--- src/rtl/ac97_frame_tx_if.sv ---
// Shifter handshake between the audio controller and ac97_frame_tx.
interface ac97_frame_tx_if #(
    parameter int WORD_BITS = 76
);
    logic [WORD_BITS-1:0] shft_data;
    logic                 shft_load;
    logic                 shft_ready;

    modport master (output shft_data, output shft_load, input shft_ready);
    modport slave  (input shft_data, input shft_load, output shft_ready);
endinterface

--- src/rtl/ac97_frame_tx.sv ---
// AC'97 output frame serializer: one 76-bit word per 256-bit frame, MSB first.
// Define AC97_TX_UNDERRUN_REPEAT_EN to resend the last word on underrun.
module ac97_frame_tx #(
    parameter int FRAME_BITS = 256,
    parameter int WORD_BITS  = 76,
    parameter int SYNC_BITS  = 16
) (
    input  logic          clk,
    input  logic          rst_n,
    input  logic          en,
    ac97_frame_tx_if.slave shft,
    output logic          sync,
    output logic          sdata_out,
    output logic          frame_start,
    output logic          overflow
);
    localparam int CW = $clog2(FRAME_BITS);

    typedef enum logic {IDLE, RUN} state_t;

    state_t               state_q, state_d;
    logic [CW-1:0]        bit_cnt_q, bit_cnt_d;
    logic [WORD_BITS-1:0] frame_q, frame_d;
    logic [WORD_BITS-1:0] hold_q, hold_d;
    logic                 full_q, full_d;
    logic                 ready_q, ready_d;
    logic                 sync_q, sync_d;
    logic                 sdata_q, sdata_d;
    logic                 fs_q, fs_d;
    logic                 ovf_q, ovf_d;
    logic                 start;
`ifdef AC97_TX_UNDERRUN_REPEAT_EN
    logic [WORD_BITS-1:0] last_q, last_d;
`endif

    always_comb begin
        state_d   = state_q;
        bit_cnt_d = bit_cnt_q;
        frame_d   = frame_q;
        hold_d    = hold_q;
        full_d    = full_q;
        ovf_d     = ovf_q | (shft.shft_load & full_q);
        sync_d    = 1'b0;
        sdata_d   = 1'b0;
        fs_d      = 1'b0;
        start     = 1'b0;
`ifdef AC97_TX_UNDERRUN_REPEAT_EN
        last_d    = last_q;
`endif
        case (state_q)
            IDLE: begin
                if (en) begin
                    state_d = RUN;
                    start   = 1'b1;
                end
            end
            RUN: begin
                if (bit_cnt_q == CW'(FRAME_BITS - 1)) begin
                    // Enable is only sampled at the frame boundary.
                    if (en) begin
                        start = 1'b1;
                    end else begin
                        state_d   = IDLE;
                        bit_cnt_d = '0;
                        frame_d   = '0;
                    end
                end else begin
                    bit_cnt_d = bit_cnt_q + 1'b1;
                    frame_d   = frame_q << 1;
                    sync_d    = (bit_cnt_d < CW'(SYNC_BITS));
                    sdata_d   = frame_d[WORD_BITS-1];
                end
            end
            default: state_d = IDLE;
        endcase

        if (start) begin
            bit_cnt_d = '0;
            fs_d      = 1'b1;
            sync_d    = 1'b1;
            if (full_q) begin
                frame_d = hold_q;
                full_d  = 1'b0;
`ifdef AC97_TX_UNDERRUN_REPEAT_EN
                last_d  = hold_q;
`endif
            end else begin
`ifdef AC97_TX_UNDERRUN_REPEAT_EN
                frame_d = last_q;
`else
                frame_d = '0;
`endif
            end
            sdata_d = frame_d[WORD_BITS-1];
        end

        // A load coinciding with an underrun latch is kept for the next frame.
        if (shft.shft_load && !full_q) begin
            hold_d = shft.shft_data;
            full_d = 1'b1;
        end
        ready_d = ~full_d;
    end

    always_ff @(posedge clk or negedge rst_n) begin
        if (!rst_n) begin
            state_q   <= IDLE;
            bit_cnt_q <= '0;
            frame_q   <= '0;
            hold_q    <= '0;
            full_q    <= 1'b0;
            ready_q   <= 1'b1;
            sync_q    <= 1'b0;
            sdata_q   <= 1'b0;
            fs_q      <= 1'b0;
            ovf_q     <= 1'b0;
        end else begin
            state_q   <= state_d;
            bit_cnt_q <= bit_cnt_d;
            frame_q   <= frame_d;
            hold_q    <= hold_d;
            full_q    <= full_d;
            ready_q   <= ready_d;
            sync_q    <= sync_d;
            sdata_q   <= sdata_d;
            fs_q      <= fs_d;
            ovf_q     <= ovf_d;
        end
    end

`ifdef AC97_TX_UNDERRUN_REPEAT_EN
    always_ff @(posedge clk or negedge rst_n) begin
        if (!rst_n) last_q <= '0;
        else        last_q <= last_d;
    end
`endif

    assign shft.shft_ready = ready_q;
    assign sync            = sync_q;
    assign sdata_out       = sdata_q;
    assign frame_start     = fs_q;
    assign overflow        = ovf_q;
endmodule

--- src/flat_wrapper.sv ---
// flat-port wrapper written by rule: the top's interface ports become plain ports
module ac97_frame_tx_flat 
#(
    parameter int FRAME_BITS = 256,
    parameter int WORD_BITS  = 76,
    parameter int SYNC_BITS  = 16
)
  (clk, rst_n, en, sync, sdata_out, frame_start, overflow, shft_shft_data, shft_shft_load, shft_shft_ready);
  ac97_frame_tx_if #(.WORD_BITS(WORD_BITS)) shft_i ();
  input  logic clk;
  input  logic rst_n;
  input  logic en;
  output logic sync;
  output logic sdata_out;
  output logic frame_start;
  output logic overflow;
  input wire logic [$bits(shft_i.shft_data)-1:0] shft_shft_data;
  input wire logic [$bits(shft_i.shft_load)-1:0] shft_shft_load;
  output wire logic [$bits(shft_i.shft_ready)-1:0] shft_shft_ready;
  assign shft_i.shft_data = shft_shft_data;
  assign shft_i.shft_load = shft_shft_load;
  assign shft_shft_ready = shft_i.shft_ready;
  ac97_frame_tx #(.FRAME_BITS(FRAME_BITS), .WORD_BITS(WORD_BITS), .SYNC_BITS(SYNC_BITS)) u_core (.clk(clk), .rst_n(rst_n), .en(en), .shft(shft_i), .sync(sync), .sdata_out(sdata_out), .frame_start(frame_start), .overflow(overflow));
endmodule
--- config.mk ---
export PLATFORM = sky130hd
export DESIGN_NAME = ac97_frame_tx_flat
export DESIGN_NICKNAME = d
export VERILOG_FILES = /design/src/rtl/ac97_frame_tx_if.sv /design/src/rtl/ac97_frame_tx.sv /design/src/flat_wrapper.sv
export SDC_FILE = /design/constraint.sdc
export NUM_CORES = 1
export LEC_CHECK = 0
export ABC_AREA = 1
export BUFFER_PORTS_ARGS = -buffer_cell sky130_fd_sc_hd__buf_2
export CAP_MARGIN = 20
export CORE_MARGIN = 1
export CORE_UTILIZATION = 52
export CTS_CLUSTER_SIZE = 16
export DETAILED_ROUTE_END_ITERATION = 7
export HOLD_SLACK_MARGIN = 0.03
export PLACE_DENSITY = 0.72
export REMOVE_ABC_BUFFERS = 1
export SYNTH_ARGS = -nofsm -noshare
export SYNTH_HDL_FRONTEND = slang
export SYNTH_SLANG_ARGS = --single-unit
--- constraint.sdc ---
create_clock -name clk -period 3 [get_ports clk]
set_input_delay 0.15 -clock clk [delete_from_list [all_inputs] [get_ports clk]]
set_output_delay 0.15 -clock clk [all_outputs]
set_load 0.005 [all_outputs]
==> results.md <==
* Starting density of the core at 0.529
* Max Freq at 0.455 GHz
* Total CTS buffers at 17
* Period Utilization, post-route at 0.733
* Antenna viol nets, final at 0
* Root Buffer: clkbuf_16
* Final net count at 1,190
* Crit. End Element: flop
* Remaining global-route overflow at 0
* Post-Route Utilization at 0.658
* Deepest clock path buffer count at 2
* Cell Area, Synth at approximately 0.0077 mm²
* P_leak at approximately 5.2 nW
* Router iterations before antenna repair at 5
* Residual DRC at 0
* Count leader, synth: nand2_1
* Later-pin clock latency in the skew report at between 400 and 500 ps
* CTS resizes at 0
* Max-slew violation count at 0
* CTS tree: built
* Fin crit period at 2200 ps
* Synth unique cells at 30
* Yosys top cell by area: dfrtp_1
* Layout cell share with drive strength beyond 1 at 0.161
* Post-synth EDFFs at 0
* H-tree levels at 4
* Register area share after synthesis at 0.542
* Post-synth top cells: 549 x nand2_1, 165 x dfrtp_1, 86 x inv_1
* Multi-input gate area at 0.00289 mm²
* Post-CTS Setup Inserts at 0
* Sw Share at 0.334
* Top cell type's share of synthesized area at 0.539
* Setup WS pre-CTS at around 830 ps
* Clock skew at 11.9 ps
* Sequential fraction of design power at 0.484
* CP startpoint kind: flop
* Cell Int Power at slightly above 0.005 W
* Setup CP Type: reg2reg
* Register bit total from synthesis at ~170
* Setup TNS at 0 ps
* Power Density at 798 mW/mm²
* Worst min-delay path category: in2reg
* Clk pwr share at 0.286
* # port buffers at 84
* Synth Flop Type: dfrtp_1
* Routed WL at 16.5 mm
* Worst-Margin Slew at ~1100 ps
* Clock sinks at 166
* WP data arrival at 2500 ps
* Initial DRC count at about 500
* Synthesized instance count at 965
* Final hold viol count at 0
* Row count at 44
* Syn. warnings at 0
* Syn_area_per_cell at around 7.9 µm²
* RSZ-0062 raised after global routing: no
* Total of max-cap violations at 0
* Routed vias at around 6,300
* Vias per cell at 4.80
* Gpl congestion at around 0.85
* GRT Util Overall at 0.239
* Vias in the first global route at 6,160
* Slew HR at 0.296
* Synth async-reset ratio at 1.00
* # IOs at 85
* Initial antenna violation count at 0
* Synth area leaders: dfrtp_1 54%, nand2_1 27%, nand3_2 5.2%
* First-pass GRT wire length at 28.2 mm
* Antenna cell count at 0
* Die Area at 0.0152 mm²
* # fillers at between 1,000 and 1,500
* Register Area at 0.00416 mm²
* Die Ht at approximately 120 µm
* DR WL/cell at 12.7 µm
* Core ar. at 0.0145 mm²
* CTS clk-pin slew, worst paths at about 60 ps
* Post-CTS Hold Buffers at 78
* Worst vdd ir at 0.586 mV
* Largest net degree at the start of global routing at 88
* Req. time, crit path at 3300 ps
* Horiz. Die Dim at 123 µm
* CP Max Fanout at 27
* Hold slack at ~86 ps
* Finish-stage setup viols at 0
* Outcome: completed
* Synthesis-to-finish area growth at 24.3%
* Final WS setup at 802 ps
* Sw Pwr at 0.00254 W
* Combinational power share at 0.231
* Dpl hpwl at 9.34 mm
-- final timing paths --
kind	startpoint	end	slack, ps	depth (start not counted)
min in group asynchronous	rst_n	u_core.bit_cnt_q[3]	350	2
max in group asynchronous	rst_n	u_core.shft.shft_ready	1780	3
worst max register to register	u_core.bit_cnt_q[0]	u_core.frame_q[66]	800	10
worst max-delay path	u_core.bit_cnt_q[0]	u_core.frame_q[66]	800	10
worst min register to register	u_core.hold_q[11]	u_core.hold_q[11]	470	2
worst min-delay path	shft_shft_load	u_core.overflow	90	3
-- through the flow --
stage | area (µm²) | power, W | cells
CTS | 9520 | 0.00765 | 1305
floorplan | 7350 | 0.00479 | 916
global route | 9520 | 0.00818 | 1305
global placement | 8150 | 0.00529 | 1196
finish | 9520 | 0.00760 | 1305
detailed placement | 8150 | 0.00537 | 1196
-- flip-flops by register name (all words and copies together) (netlist names) --
signal / cells
u_core.bit_cnt_q: 8
u_core.frame_q: 75
u_core.frame_start: 1
u_core.full_q: 1
u_core.hold_q: 76
u_core.overflow: 1
u_core.sdata_out: 1
u_core.shft.shft_ready: 1
u_core.state_q: 1
u_core.sync: 1
-- metal layers --
metal,GRT usage,vias up,routed length [µm]
met5,0,-,0
met4,0.0813,0,227
met3,0.0438,20,689
met2,0.397,139,7970
met1,0.316,2927,7630
li1,-,3174,-
-- kinds of logic after synthesis --
logic type	synth area share
simple gates	0.360
flops	0.542
buf+inv	0.0838
compound gates	0.0108
xor+xnor	0.00114
fa+ha+maj	0.00163
-- critical path, cell delays in order (launching register included) --
cell,delay [ps]
dfrtp_1,410
ha_1,260
nand2_2,110
nor2_4,50
nand2_2,90
nand2_4,70
nand2_4,100
clkinv_2,410
buf_4,400
nand3_1,100
nand2_1,70
-- cell type report --
cell class / count / share of cell area
timing repair buffer: 174 / 0.139
sequential: 166 / 0.437
clock buffer: 21 / 0.0494
inverter: 88 / 0.0348
tap: 184 / 0.0242
multi-input combinational: 662 / 0.303
clock inverter: 10 / 0.0127
-- power by group through the flow --
stage                     clock network [W]  registers [W]  logic [W]
after CTS                           0.00221        0.00367    0.00177
after global routing                0.00231        0.00378    0.00209
after global placement                    0        0.00367    0.00161
final                               0.00217        0.00367    0.00175
after floorplan                           0        0.00363    0.00116
after detailed placement                  0        0.00369    0.00168
-- layout by cell type, fill, tap and decap left out, drive strengths merged --
master       instances
a21oi                2
buf                 96
bufinv               2
clkbuf              21
clkinv               4
clkinvlp             4
dfrtp              165
dfstp                1
dlygate4sd3         78
ha                   1
inv                 88
nand2              553
nand3               79
nand3b               1
nand4                1
nor2                11
o21ai                7
o21bai               1
o22ai                3
o31ai                1
or2                  1
xor2                 1
Power figures use the tool's default switching activity.
